[src/rtl/bias_add_unit.sv]
// bias_add_unit: per-channel bias add, saturate to OUT_W, two-stage valid/ready pipeline.
// Optional ReLU after saturation is compiled in when BIAS_ADD_RELU_EN is defined.
module bias_add_unit #(
   parameter  int DATA_W = 32,
   parameter  int OUT_W  = 16,
   parameter  int NUM_CH = 64,
   localparam int AW     = $clog2(NUM_CH)
) (
   input  logic              clk,
   input  logic              rst_n,
   input  logic              bias_wr_en,
   input  logic [AW-1:0]     bias_wr_addr,
   input  logic [DATA_W-1:0] bias_wr_data,
   input  logic              ch_clr,
   input  logic              in_valid,
   output logic              in_ready,
   input  logic [DATA_W-1:0] in_data,
   output logic              out_valid,
   input  logic              out_ready,
   output logic [OUT_W-1:0]  out_data,
   output logic [AW-1:0]     out_ch,
   output logic              sat_flag
);

   localparam logic signed [DATA_W:0] SUM_MAX = {{(DATA_W-OUT_W+2){1'b0}}, {(OUT_W-1){1'b1}}};
   localparam logic signed [DATA_W:0] SUM_MIN = {{(DATA_W-OUT_W+2){1'b1}}, {(OUT_W-1){1'b0}}};
   localparam logic [OUT_W-1:0]       OUT_MAX = {1'b0, {(OUT_W-1){1'b1}}};
   localparam logic [OUT_W-1:0]       OUT_MIN = {1'b1, {(OUT_W-1){1'b0}}};

   logic [DATA_W-1:0]        bias_q [NUM_CH];
   logic [DATA_W-1:0]        bias_sel;
   logic                     live_q;
   logic [AW-1:0]            ch_q, ch_d;
   logic                     s1_vld_q, s2_vld_q;
   logic signed [DATA_W:0]   s1_sum_q, sum_d;
   logic [AW-1:0]            s1_ch_q, out_ch_q;
   logic [OUT_W-1:0]         out_data_q, res_d;
   logic                     sat_q, sat_d;
   logic                     clip_hi, clip_lo, clamp_d;
   logic                     s1_adv, s2_adv, acc, wr_ok;

   assign s2_adv    = !s2_vld_q || out_ready;
   assign s1_adv    = !s1_vld_q || s2_adv;
   assign in_ready  = live_q && s1_adv;
   assign acc       = in_valid && in_ready;
   assign wr_ok     = bias_wr_en && (32'(bias_wr_addr) < NUM_CH);
   assign bias_sel  = bias_q[ch_q];
   assign out_valid = s2_vld_q;
   assign out_data  = out_data_q;
   assign out_ch    = out_ch_q;
   assign sat_flag  = sat_q;

   // channel counter, sticky flag and stage-1 sum (one bit wider so it never wraps)
   always_comb begin
      ch_d    = ch_clr ? '0 : acc ? (ch_q == AW'(NUM_CH-1) ? '0 : ch_q + 1'b1) : ch_q;
      sum_d   = {in_data[DATA_W-1], in_data} + {bias_sel[DATA_W-1], bias_sel};
      clip_hi = s1_sum_q > SUM_MAX;
      clip_lo = s1_sum_q < SUM_MIN;
`ifdef BIAS_ADD_RELU_EN
      res_d   = clip_hi ? OUT_MAX : s1_sum_q[DATA_W] ? '0 : s1_sum_q[OUT_W-1:0];
      clamp_d = clip_hi;
`else
      res_d   = clip_hi ? OUT_MAX : clip_lo ? OUT_MIN : s1_sum_q[OUT_W-1:0];
      clamp_d = clip_hi || clip_lo;
`endif
      sat_d   = ch_clr ? 1'b0 : sat_q || (s2_adv && s1_vld_q && clamp_d);
   end

   // bias register file; writes outside the channel range are dropped
   always_ff @(posedge clk or negedge rst_n) begin
      if (!rst_n) bias_q <= '{default: '0};
      else if (wr_ok) bias_q[bias_wr_addr] <= bias_wr_data;
   end

   // live flag, channel counter and sticky saturation flag
   always_ff @(posedge clk or negedge rst_n) begin
      if (!rst_n) begin
         live_q <= 1'b0;
         ch_q   <= '0;
         sat_q  <= 1'b0;
      end else begin
         live_q <= 1'b1;
         ch_q   <= ch_d;
         sat_q  <= sat_d;
      end
   end

   // stage 1: capture the widened sum and its channel on acceptance
   always_ff @(posedge clk or negedge rst_n) begin
      if (!rst_n) begin
         s1_vld_q <= 1'b0;
         s1_sum_q <= '0;
         s1_ch_q  <= '0;
      end else if (s1_adv) begin
         s1_vld_q <= acc;
         if (acc) begin
            s1_sum_q <= sum_d;
            s1_ch_q  <= ch_q;
         end
      end
   end

   // stage 2: saturated result held stable while downstream stalls
   always_ff @(posedge clk or negedge rst_n) begin
      if (!rst_n) begin
         s2_vld_q   <= 1'b0;
         out_data_q <= '0;
         out_ch_q   <= '0;
      end else if (s2_adv) begin
         s2_vld_q <= s1_vld_q;
         if (s1_vld_q) begin
            out_data_q <= res_d;
            out_ch_q   <= s1_ch_q;
         end
      end
   end

endmodule

[config.mk]
export PLATFORM = sky130hd
export DESIGN_NAME = bias_add_unit
export DESIGN_NICKNAME = d
export VERILOG_FILES = /design/src/rtl/bias_add_unit.sv
export SDC_FILE = /design/constraint.sdc
export NUM_CORES = 2
export LEC_CHECK = 0
export ABC_AREA = 0
export BUFFER_PORTS_ARGS = -buffer_cell sky130_fd_sc_hd__buf_4
export CAP_MARGIN = 20
export CORE_UTILIZATION = 34
export CTS_CLUSTER_SIZE = 8
export DETAILED_ROUTE_END_ITERATION = 6
export GPL_TIMING_DRIVEN = 0
export PLACE_DENSITY = 0.59
export SYNTH_ARGS = -nofsm -noshare
export SYNTH_HDL_FRONTEND = slang
export SYNTH_SLANG_ARGS = --single-unit
[constraint.sdc]
create_clock -name clk -period 4.4 [get_ports clk]
set_clock_uncertainty 0.05 [all_clocks]
set_input_delay 0 -clock clk [delete_from_list [all_inputs] [get_ports clk]]
set_output_delay 0 -clock clk [all_outputs]
set_load 0.1 [all_outputs]
==> impl_metrics.tcl <==
set metrics [dict create \
    tns_ps -11150 \
    r2r_setup_slack_ps -630 \
    grt_pass1_wl_um 428200 \
    ys_seq_elements 2119 \
    start_kind "flip-flop" \
    synth_nets 6551 \
    ys_warn_count 0 \
    path_buf_inv 4 \
    cts-root-buf "clkbuf_16" \
    syn_area_per_cell_um2 15.14 \
    cts_sinks 2119 \
    final_cell_mix "2117 x mux2_2, 2115 x dfrtp_1, 484 x mux4_2, 348 x clkbuf_1, 325 x clkbuf_16" \
    slowest_stage "mux4_2" \
    worstPathCellList "buf_12 -> buf_4 -> mux4_2 -> mux4_2 -> mux2_4 -> a211o_4 -> ha_4 -> a21oi_4 -> o211ai_1 -> o211ai_1 -> buf_4 -> a31oi_2 -> o41ai_2 -> buf_4 -> mux2i_1 -> o211ai_1" \
    r2r-start "ch_q[0]" \
    rsz0062_at_grt "yes" \
    stdcell_count 10783 \
    hold_path_class "input port to flip-flop" \
    globalRouteTotalUtil_pct 20.28 \
    fin_ws_ps -625.6 \
    drtIter0Drc 3734 \
    finalSetupViolations 24 \
    die_area_mm2 0.2890 \
    finalMaxSlewViolations 0 \
    overflow 0 \
    syn_area_mm2 0.09754 \
    io_buffer_count 67 \
    netlist_instances 6441 \
    viasPerCell 5.388 \
    cts_tree "done" \
    fin_area_mm2 0.1149 \
    start_util_pct 34.20 \
    antenna_found_initial 22 \
    synthTopCellsByArea "dfrtp_1 54%, mux2_2 25%, mux4_2 11%, mux2i_1 1.7%, clkbuf_1 1.5%" \
    fp.coreArea_mm2 0.2852 \
    crit_type "flip-flop to flip-flop" \
    vdd_drop_max_mv 0.3082 \
    ys_types 57 \
    hold_viol_final 0 \
    drive_gt1_share_pct 48.41 \
    timing.fmax_ghz 0.1990 \
    clock_path_buffers 4 \
    routed_wl_um 291700 \
    min_path_cells 5 \
    firstDrtPassIters 6 \
    power.density_mw_per_mm2 456.7 \
    fill_cells 25987 \
    hpwl_um 222900 \
    postLayoutCoreUtil_pct 40.30 \
    yosysSeqAreaShare_pct 54.36 \
    nNetsFinal 7103 \
    grt_pass1_vias 62020 \
    synth.top_cell.area_share_pct 54.36 \
    p_leak_nw 50.94 \
    r2r-end "s1_sum_q[29]" \
    place_area_mm2 0.1034 \
    crit_path_max_incr_delay_ps 540 \
    fin_crit_sh_pct 114.2 \
    critical_path.top_delay_family "multiplexers" \
    finalWeightedCongestion 0.9043 \
    detail-route-antenna-nets 0 \
    holdCritStartpoint "in_data[2]" \
    maxCapViolations 0 \
    grt_max_degree 187 \
    ys_async_sr_fraction_pct 100.0 \
    critPathMaxFanout 10 \
    wl_per_cell_um 27.05 \
    cts-buffers-inserted 315 \
    worstMarginPinSlew_ps 1136 \
    cp.required_ps 5110 \
    die_y_um 537.6 \
    slew_headroom_pct 24.24 \
    crit_arrival_ps 5740 \
    crit_cells 16 \
    yosys_most_used_dff "dfrtp_1" \
    worstSkewPairLatency_ps 940 \
    min_to "s1_sum_q[2]" \
    violations "negative setup slack" \
    die_x_um 537.6 \
    synth_edf_count 0 \
    end_kind "flip-flop" \
    pin_count 101 \
    drc_errors 0 \
    finalCriticalPeriod_ps 5026 \
    report.power.total_mw 52.49 \
    area_delta_synth_final_pct 17.84 \
    htreeDepth 5 \
    rows 196 \
    final_common_cell "mux2_2" \
    clk_pin_slew_ps 60 \
    outcome "complete, but fails checks" \
    ff2ff_path_depth 16 \
    placed_cells 10301 \
    vias 58098 \
    synth_top_cell_by_area "dfrtp_1" \
]
## Yosys cell counts, drive strengths merged, types with 8 or more instances
library cell / number
mux2: 2130
dfrtp: 2119
mux4: 484
clkbuf: 397
buf: 242
nand2: 189
mux2i: 170
o21ai: 134
a21oi: 95
nor2: 65
o221ai: 54
o22ai: 54
a211oi: 51
ha: 33
a211o: 27
a21o: 16
nand4: 16
nand3: 15
nor2b: 12
xnor2: 12
xor2: 11
nand2b: 10
nor3: 10
o21bai: 10
inv: 9
and3: 8
## worst max-delay path by stage
stage | start | to | slack, ps
floorplan | ch_q[0] | s1_sum_q[28] | -4
global placement | rst_n | bias_q[261] | -22670
detailed placement | ch_q[1] | s1_sum_q[28] | -2970
CTS | ch_q[0] | s1_sum_q[28] | -540
global route | ch_q[0] | s1_sum_q[29] | -710
finish | ch_q[0] | s1_sum_q[29] | -630
## kinds of logic (layout without fill, tap and decap cells)
family	count (synthesis)	in the layout	synth area share (%)
fa+ha+maj	34	34	0.4438
flops	2119	2119	54.36
mux	2784	2784	37.51
xor+xnor	23	23	0.2065
compound gates	479	479	3.150
other cells	1	13	0.003844
buf+inv	648	1216	2.717
simple gates	353	353	1.609
## report_power, final
group          switching [mW]  leakage (nW)  internal, mW
Clock                    8.21          4.02          12.8
Combinational            3.85          18.8          4.11
Sequential               1.35          28.1          22.2
## worst reg2reg max path, delay by kind of cell, from the launching register on
family	cells	cell delay, ps
buffers and inverters	4	930
muxes	4	1620
DFF	1	470
adders and majority gates	1	270
AOI/OAI and AO/OA	7	1520
## sequential cells by signal, summed over array words and instances, names as in the netlist
| name | cells |
|---|---|
| bias_q | 2048 |
| ch_q | 6 |
| live_q | 1 |
| out_ch | 6 |
| out_data | 16 |
| out_valid | 1 |
| s1_ch_q | 6 |
| s1_sum_q | 33 |
| s1_vld_q | 1 |
| sat_flag | 1 |
## final cells by class
| type | count | area (µm²) | share of cell area (%) |
|---|---|---|---|
| antenna | 12 | 30.03 | 0.02612 |
| buffer | 626 | 3508 | 3.052 |
| clock buffer | 326 | 8094 | 7.041 |
| clock inverter | 7 | 68.82 | 0.05987 |
| inverter | 9 | 33.78 | 0.02939 |
| multi-input combinational | 3674 | 42820 | 37.25 |
| sequential | 2119 | 53030 | 46.14 |
| tap | 3762 | 4707 | 4.095 |
| timing repair buffer | 248 | 2650 | 2.305 |
## timing repair
item	4_1_cts	5_1_grt
hold buffers	87	0
buffers inserted	37	23
endpoints found under the hold margin	1459	0
pin swaps	33	30
setup endpoints to repair	33	28
gates cloned	3	1
resized for setup	399	99
## through the flow
step	worst slack, ps	hold slack (ps)
finish	-625.6	88.51
global route	-705.2	92.50
CTS	-544.1	29.84
detailed placement	-2971	-11.78
global placement	-22670	240.2
floorplan	-4.396	-345.6
## routing by layer
| layer | routed length, µm | vias to the layer above | track usage [%] | part of all wire [%] |
|---|---|---|---|---|
| met5 | 81 | - | 0 | 0.028 |
| met4 | 8615 | 14 | 6.351 | 3.0 |
| met3 | 13660 | 429 | 3.122 | 4.7 |
| met2 | 139500 | 1347 | 32.99 | 48 |
| met1 | 129800 | 31400 | 27.78 | 45 |
| li1 | - | 24908 | - | - |
(Power assumes the default switching activity.)
